`src/rtl/sharpen_window_sched.sv`:
```
// Raster-order window sequencer for the 5-tap cross sharpen kernel: fetches C,N,W,S,E
// per pixel from a 1-cycle-latency single-port memory, zero-fills off-frame taps, presents over valid/ready.
module sharpen_window_sched #(
  parameter int H_SIZE = 512,
  parameter int V_SIZE = 512,
  parameter int PIX_W  = 24,
  parameter int ADDR_W = 18
) (
  input  logic              clk,
  input  logic              reset,
  input  logic              start,
  output logic              busy,
  output logic              done,
  output logic [7:0]        frame_cnt,
  output logic              mem_rd_en,
  output logic [ADDR_W-1:0] mem_addr,
  input  logic [PIX_W-1:0]  mem_rd_data,
  output logic              win_valid,
  input  logic              win_ready,
  output logic [PIX_W-1:0]  win_c,
  output logic [PIX_W-1:0]  win_n,
  output logic [PIX_W-1:0]  win_w,
  output logic [PIX_W-1:0]  win_s,
  output logic [PIX_W-1:0]  win_e,
  output logic [15:0]       win_h,
  output logic [15:0]       win_v,
  output logic              win_last
);

  typedef enum logic [2:0] {IDLE, FETCH, DRAIN, PRESENT, DONE} state_t;

  localparam logic [15:0]       H_LAST = 16'(H_SIZE - 1);
  localparam logic [15:0]       V_LAST = 16'(V_SIZE - 1);
  localparam logic [ADDR_W-1:0] H_STEP = ADDR_W'(H_SIZE);
  localparam logic [ADDR_W-1:0] ONE    = ADDR_W'(1);

  state_t      state;
  logic [15:0] h, v;
  logic [2:0]  tap;
  logic        cap_vld, cap_en;
  logic [2:0]  cap_tap;

  logic [15:0] h_nxt, v_nxt;
  logic [2:0]  tap_nxt;
  logic        at_last;

  // Taps are 0=C, 1=N, 2=W, 3=S, 4=E. Offsets are only applied to in-frame taps,
  // so the subtraction/addition can never wrap.
  function automatic logic [ADDR_W-1:0] tap_addr(input logic [2:0] t,
                                                  input logic [15:0] hh,
                                                  input logic [15:0] vv);
    logic [ADDR_W-1:0] base;
    base = ADDR_W'(vv) * H_STEP + ADDR_W'(hh);
    case (t)
      3'd1:    tap_addr = base - H_STEP;
      3'd2:    tap_addr = base - ONE;
      3'd3:    tap_addr = base + H_STEP;
      3'd4:    tap_addr = base + ONE;
      default: tap_addr = base;
    endcase
  endfunction

  function automatic logic tap_in_frame(input logic [2:0] t,
                                        input logic [15:0] hh,
                                        input logic [15:0] vv);
    case (t)
      3'd1:    tap_in_frame = (vv != 16'd0);
      3'd2:    tap_in_frame = (hh != 16'd0);
      3'd3:    tap_in_frame = (vv != V_LAST);
      3'd4:    tap_in_frame = (hh != H_LAST);
      default: tap_in_frame = 1'b1;
    endcase
  endfunction

  always_comb begin
    h_nxt   = h + 16'd1;
    v_nxt   = v;
    if (h == H_LAST) begin
      h_nxt = 16'd0;
      v_nxt = v + 16'd1;
    end
    tap_nxt = tap + 3'd1;
    at_last = (h == H_LAST) && (v == V_LAST);
  end

  always_ff @(posedge clk or posedge reset) begin
    if (reset) begin
      state     <= IDLE;
      h         <= '0;
      v         <= '0;
      tap       <= '0;
      cap_vld   <= 1'b0;
      cap_en    <= 1'b0;
      cap_tap   <= '0;
      busy      <= 1'b0;
      done      <= 1'b0;
      frame_cnt <= '0;
      mem_rd_en <= 1'b0;
      mem_addr  <= '0;
      win_valid <= 1'b0;
      win_c     <= '0;
      win_n     <= '0;
      win_w     <= '0;
      win_s     <= '0;
      win_e     <= '0;
      win_h     <= '0;
      win_v     <= '0;
      win_last  <= 1'b0;
    end else begin
      done    <= 1'b0;
      // Tag the tap issued this cycle; its data is on mem_rd_data next cycle.
      cap_vld <= (state == FETCH);
      cap_tap <= tap;
      cap_en  <= mem_rd_en;

      if (cap_vld) begin
        case (cap_tap)
          3'd0:    win_c <= cap_en ? mem_rd_data : '0;
          3'd1:    win_n <= cap_en ? mem_rd_data : '0;
          3'd2:    win_w <= cap_en ? mem_rd_data : '0;
          3'd3:    win_s <= cap_en ? mem_rd_data : '0;
          default: win_e <= cap_en ? mem_rd_data : '0;
        endcase
      end

      case (state)
        IDLE: begin
          if (start) begin
            state     <= FETCH;
            busy      <= 1'b1;
            h         <= '0;
            v         <= '0;
            tap       <= '0;
            mem_rd_en <= 1'b1;
            mem_addr  <= tap_addr(3'd0, 16'd0, 16'd0);
          end
        end
        FETCH: begin
          if (tap == 3'd4) begin
            state     <= DRAIN;
            mem_rd_en <= 1'b0;
          end else begin
            tap <= tap_nxt;
            if (tap_in_frame(tap_nxt, h, v)) begin
              mem_rd_en <= 1'b1;
              mem_addr  <= tap_addr(tap_nxt, h, v);
            end else begin
              mem_rd_en <= 1'b0;
            end
          end
        end
        DRAIN: begin
          state     <= PRESENT;
          win_valid <= 1'b1;
          win_h     <= h;
          win_v     <= v;
          win_last  <= at_last;
        end
        PRESENT: begin
          if (win_ready) begin
            win_valid <= 1'b0;
            win_last  <= 1'b0;
            if (at_last) begin
              state <= DONE;
            end else begin
              state     <= FETCH;
              h         <= h_nxt;
              v         <= v_nxt;
              tap       <= '0;
              mem_rd_en <= 1'b1;
              mem_addr  <= tap_addr(3'd0, h_nxt, v_nxt);
            end
          end
        end
        DONE: begin
          state     <= IDLE;
          done      <= 1'b1;
          busy      <= 1'b0;
          frame_cnt <= frame_cnt + 8'd1;
        end
        default: state <= IDLE;
      endcase
    end
  end

endmodule
```
`config.mk`:
```
export PLATFORM = sky130hd
export DESIGN_NAME = sharpen_window_sched
export DESIGN_NICKNAME = d
export VERILOG_FILES = /design/src/rtl/sharpen_window_sched.sv
export SDC_FILE = /design/constraint.sdc
export NUM_CORES = 1
export LEC_CHECK = 0
export CAP_MARGIN = 20
export CORE_ASPECT_RATIO = 1.75
export CORE_MARGIN = 8
export CORE_UTILIZATION = 50
export CTS_CLUSTER_DIAMETER = 80
export DETAILED_ROUTE_END_ITERATION = 8
export PLACE_DENSITY = 0.77
export SLEW_MARGIN = 20
export SYNTH_ARGS = -nofsm -noshare
export SYNTH_HDL_FRONTEND = slang
export SYNTH_SLANG_ARGS = --single-unit
export TNS_END_PERCENT = 10
```
`constraint.sdc`:
```
create_clock -name clk -period 17.6 [get_ports clk]
set_clock_uncertainty 0.1 [all_clocks]
set_input_delay 4.4 -clock clk [delete_from_list [all_inputs] [get_ports clk]]
set_output_delay 4.4 -clock clk [all_outputs]
set_load 0.02 [all_outputs]
```
Word-level counts from Yosys, hierarchy flattened
Cells that the tools add are included.

storage, ports and cells
  bits in registers = 226
  latch bits = 0
  RAM bits = 0
  bits in read-only memories = 0
  output and inout bits = 183
  logic and storage cells = 120
  memories kept = 0

cells by class
  add/subtract/negate cells = 10
  multiply operators = 0
  divide/modulo/power cells = 0
  $lt $le $gt $ge = 0
  eq/ne operators = 23
  shift-type cells = 0
  muxes and demuxes = 41
  bitwise operators = 1
  reductions and logical operators = 23

operator list
  cell                      number
  $mux W16                  7
  $mux W18                  5
  $pmux W18 S4              1
  $pmux W16 S2              2
  $pmux W18 S3              1
  $add A18 B16 Y18          2
  $add A16 B1 Y16 const B   2
  $eq A16 B9 Y1 const B     2
  $ne A16 B9 Y1 const B     2
  $reduce_bool A16 Y1       2
  $mux W24                  1
  $mux W3                   8
  $add A18 B1 Y18 const B   1
  $add A18 B10 Y18 const B  1
  $eq A3 B2 Y1 const B      6
  $sub A18 B1 Y18 const B   1
  $sub A18 B10 Y18 const B  1
  $reduce_and A2 Y1         7
  $pmux W3 S4               1
  $ne A2 B2 Y1 const B      5
  $reduce_and A5 Y1         2
  $eq A3 B1 Y1 const B      3
  $eq A3 B3 Y1 const B      3
  $mux W1                   9
  16 further kinds          23

Logic depth before layout (Yosys ltp)
  depth in word-level cells = 8
  depth in mapped cells = 17
  gate-level depth less buffers = 17

Least setup slack after synthesis
Ideal clock, no wire load.

  path kind = input to register
  from = input start
  to = register v[14]
  arrival time = 6.089 ns
  path slack = 11.334 ns
  stages on the path = 6
  path buffers = 1
  path through = nor4b_2 > nor2_1 > or4_1 > buf_2 > or3_1 > a21oi_1

on the way
  cells in the longest elaborated chain, start to end = 2

ends and longest elaborated chain
  item                                RTL line  source
  from (decl)                         11        input logic start,
  $ne A2 B2 Y1 (no source line)       --
  $reduce_and A5 Y1 (no source line)  --
  to (signal assigned)                168       v <= v_nxt;
  to (decl)                           38        logic [15:0] h, v;

No other way between the ends.
A chain may end at the register's enable or synchronous reset.

Worst setup path in the final report
Ends and elaborated chain as after synthesis.

==> flow_summary_export.csv <==
group,metric,value,unit
yosys,yosysSeqAreaShare,0.496,
clocking,htree_levels,1,
finish,fin_cells,1677,
placement,place_area,0.0137,mm²
pwr,comb_power_share,0.491,
finish,design_area,0.0144,mm²
yosys,synth_top_area_frac,0.496,
yosys,synth_cells,1184,
clocking,cts_resized,0,
floorplanning,die_y,216,µm
floorplanning,initial_core_util,0.505,
clocking,worstSkewPairLatency,0.50,ns
yosys,synthArstFlopShare,1.00,
clocking,hold_buffers,0,
sta,setup_viol,0,
global_route,grt_pass1_wl,52400,µm
pwr,ir_drop,0.103,mV
global_route,grt_overflow,0,
clocking,cts-root-buf,"clkbuf_16",
floorplanning,die_w,130,µm
yosys,synthesis.area,0.0114,mm²
worst_hold_path,worst_hold_path_type,"flip-flop to flip-flop",
sta,grt_setup_unrepaired,"no",
global_route,grt_max_degree,110,
finish,antennaDiodeCount,0,
sta,hold_viol,0,
global_route,gr-usage-all-layers,0.234,
finish,n_fill_cell,1880,
yosys,syn-num-nets,1263,
critical_path,crit_fanout,12,
sta,min_period_over_period,0.389,
yosys,synthFlopType,"dfrtp_1",
placement,gp_congestion,0.919,
critical_path,critPathRequiredTime,17.93,ns
clocking,numCtsBuffers,21,
placement,dp.cells,1641,
sta,fmax,146,MHz
yosys,synthTopCellsByArea,"dfrtp_1, o21ai_0, nand2_1",
outcome,status,"finished clean",
pwr,share_seq_of_total_power,0.321,
detailed_routing,firstDrtPassIters,5,
pwr,cellPowerDensity,176,mW/mm²
detailed_routing,viasPerCell,5.69,
yosys,avgSynthCellArea,9.63,µm²
detailed_routing,routed_wl,33100,µm
floorplanning,io-pin-count,211,
detailed_routing,drt_first_iter_violations,622,
placement,dp_slack,10.29,ns
sta,relSlewSlack,0.367,
yosys,yosys_warnings,0,
critical_path,worstPathArrival,7.17,ns
critical_path,rrSetupSlack,12.70,ns
global_route,grt_pass1_vias,9808,
finish,post-route-util,0.637,
yosys,synth_cell_types,71,
yosys,ys_ff_latch,226,
sta,slew_violations,0,
detailed_routing,wl_per_cell,19.7,µm
detailed_routing,drc,0,
critical_path,cp-end-kind,"flip-flop",
global_route,antenna_found_initial,0,
floorplanning,die_area,0.0281,mm²
placement,dp_hpwl,24700,µm
pwr,p_sw_frac,0.417,
pwr,clockPowerShare,0.188,
run,drv_cap,0,
sta,worst_pin_slew,0.947,ns
finish,drive_above_1_share,0.0748,
pwr,intPower,1.48,mW
yosys,synth_edf_count,0,
sta,fin_tns_setup,0,ns
sta,period_needed,6.84,ns
critical_path,startpoint_type,"input pin",
clocking,cts_buffer_depth,3,
clocking,cts_tree,"built",
pwr,leakage,6.53,nW
clocking,clock-sinks,226,
clocking,post_cts_buffers,0,
detailed_routing,detail-route-antenna-nets,0,
critical_path,path_class,"input pin to flip-flop",
finish,layout.nets,1443,
finish,area_growth,26.1,%
clocking,path_clk_slew,0.07,ns
floorplanning,core_area,0.0226,mm²
floorplanning,rows,73,
finish,final_common_cell,"dfrtp_1",
pwr,p_sw,1.05,mW
yosys,synth_largest_area_cell,"dfrtp_1",
finish,final_cell_mix,"dfrtp_1, clkdlybuf4s50_1, nand2_1",
placement,io_buffer_count,210,
sta,fin_ws,10.76,ns
detailed_routing,via_count,9545,
-- sequential cells by signal, indices dropped and copies added, names as in the netlist, 3 cells and up --
register	cells
win_s	24
win_c	24
mem_addr	18
h	16
win_v	16
win_n	24
frame_cnt	8
win_e	24
win_w	24
win_h	16
v	16
state	3
tap	3
cap_tap	3
-- cells by family (layout without fill, tap and decap cells) --
logic type | after synthesis | count (layout) | share of synthesized area
xor+xnor | 55 | 55 | 0.0422
compound gates | 312 | 312 | 0.164
fa+ha+maj | 51 | 51 | 0.0586
buf+inv | 91 | 284 | 0.0354
simple gates | 407 | 407 | 0.163
mux | 42 | 42 | 0.0410
flops | 226 | 226 | 0.496
-- critical path, stage by stage --
cell	delay (ns)
clkdlybuf4s50_1	0.50
nor4b_2	0.67
nor2_1	0.40
or4_1	0.69
or3_1	0.38
a21oi_1	0.14
-- final cells by class --
cell class | count | area [µm²] | share of cell area
inverter | 29 | 116 | 0.00809
timing repair buffer | 219 | 2170 | 0.151
clock inverter | 10 | 138 | 0.00957
tap | 300 | 375 | 0.0261
sequential | 226 | 5660 | 0.393
multi-input combinational | 867 | 5350 | 0.372
clock buffer | 26 | 574 | 0.0399
-- worst paths after layout --
path,startpoint,to,cells after the start
worst max-delay path,start,v[14],6
worst min-delay path,mem_rd_en,cap_en,0
worst max register to register,tap[0],mem_addr[16],13
worst min register to register,mem_rd_en,cap_en,0
max in group asynchronous,reset,v[2],3
min in group asynchronous,reset,win_c[19],2
-- cell usage after synthesis (all sizes together), types with 17 or more instances --
cell,n
a21oi,45
buf,26
clkbuf,36
dfrtp,226
ha,47
inv,29
mux2,38
nand2,202
nand3,31
nor2,76
nor3,17
o21ai,166
xnor2,33
xor2,22
-- per-stage QoR --
step / hold slack (ns) / power, mW
CTS: 0.329 / 2.55
global route: 0.335 / 2.69
global placement: 0.303 / 2.04
finish: 0.317 / 2.53
floorplan: 0.342 / 1.56
detailed placement: 0.314 / 2.07
-- power by group through the flow --
stage / Sequential, mW / Combinational, mW / Clock [mW]
after CTS: 0.812 / 1.26 / 0.486
after detailed placement: 0.821 / 1.25 / 0
final: 0.812 / 1.24 / 0.475
after global placement: 0.816 / 1.22 / 0
after global routing: 0.835 / 1.35 / 0.502
after floorplan: 0.958 / 0.603 / 0
-- routing by layer --
metal  wire length (µm)  part of all wire  track usage  vias to the layer above
li1                   -                 -            -                     4523
met1              12200              0.37        0.255                     4596
met2              17200              0.52        0.422                      334
met3               2010             0.061       0.0353                       92
met4               1710             0.052        0.126                        0
met5                  0                 0            0                        -
Power figures use the tool's default switching activity.
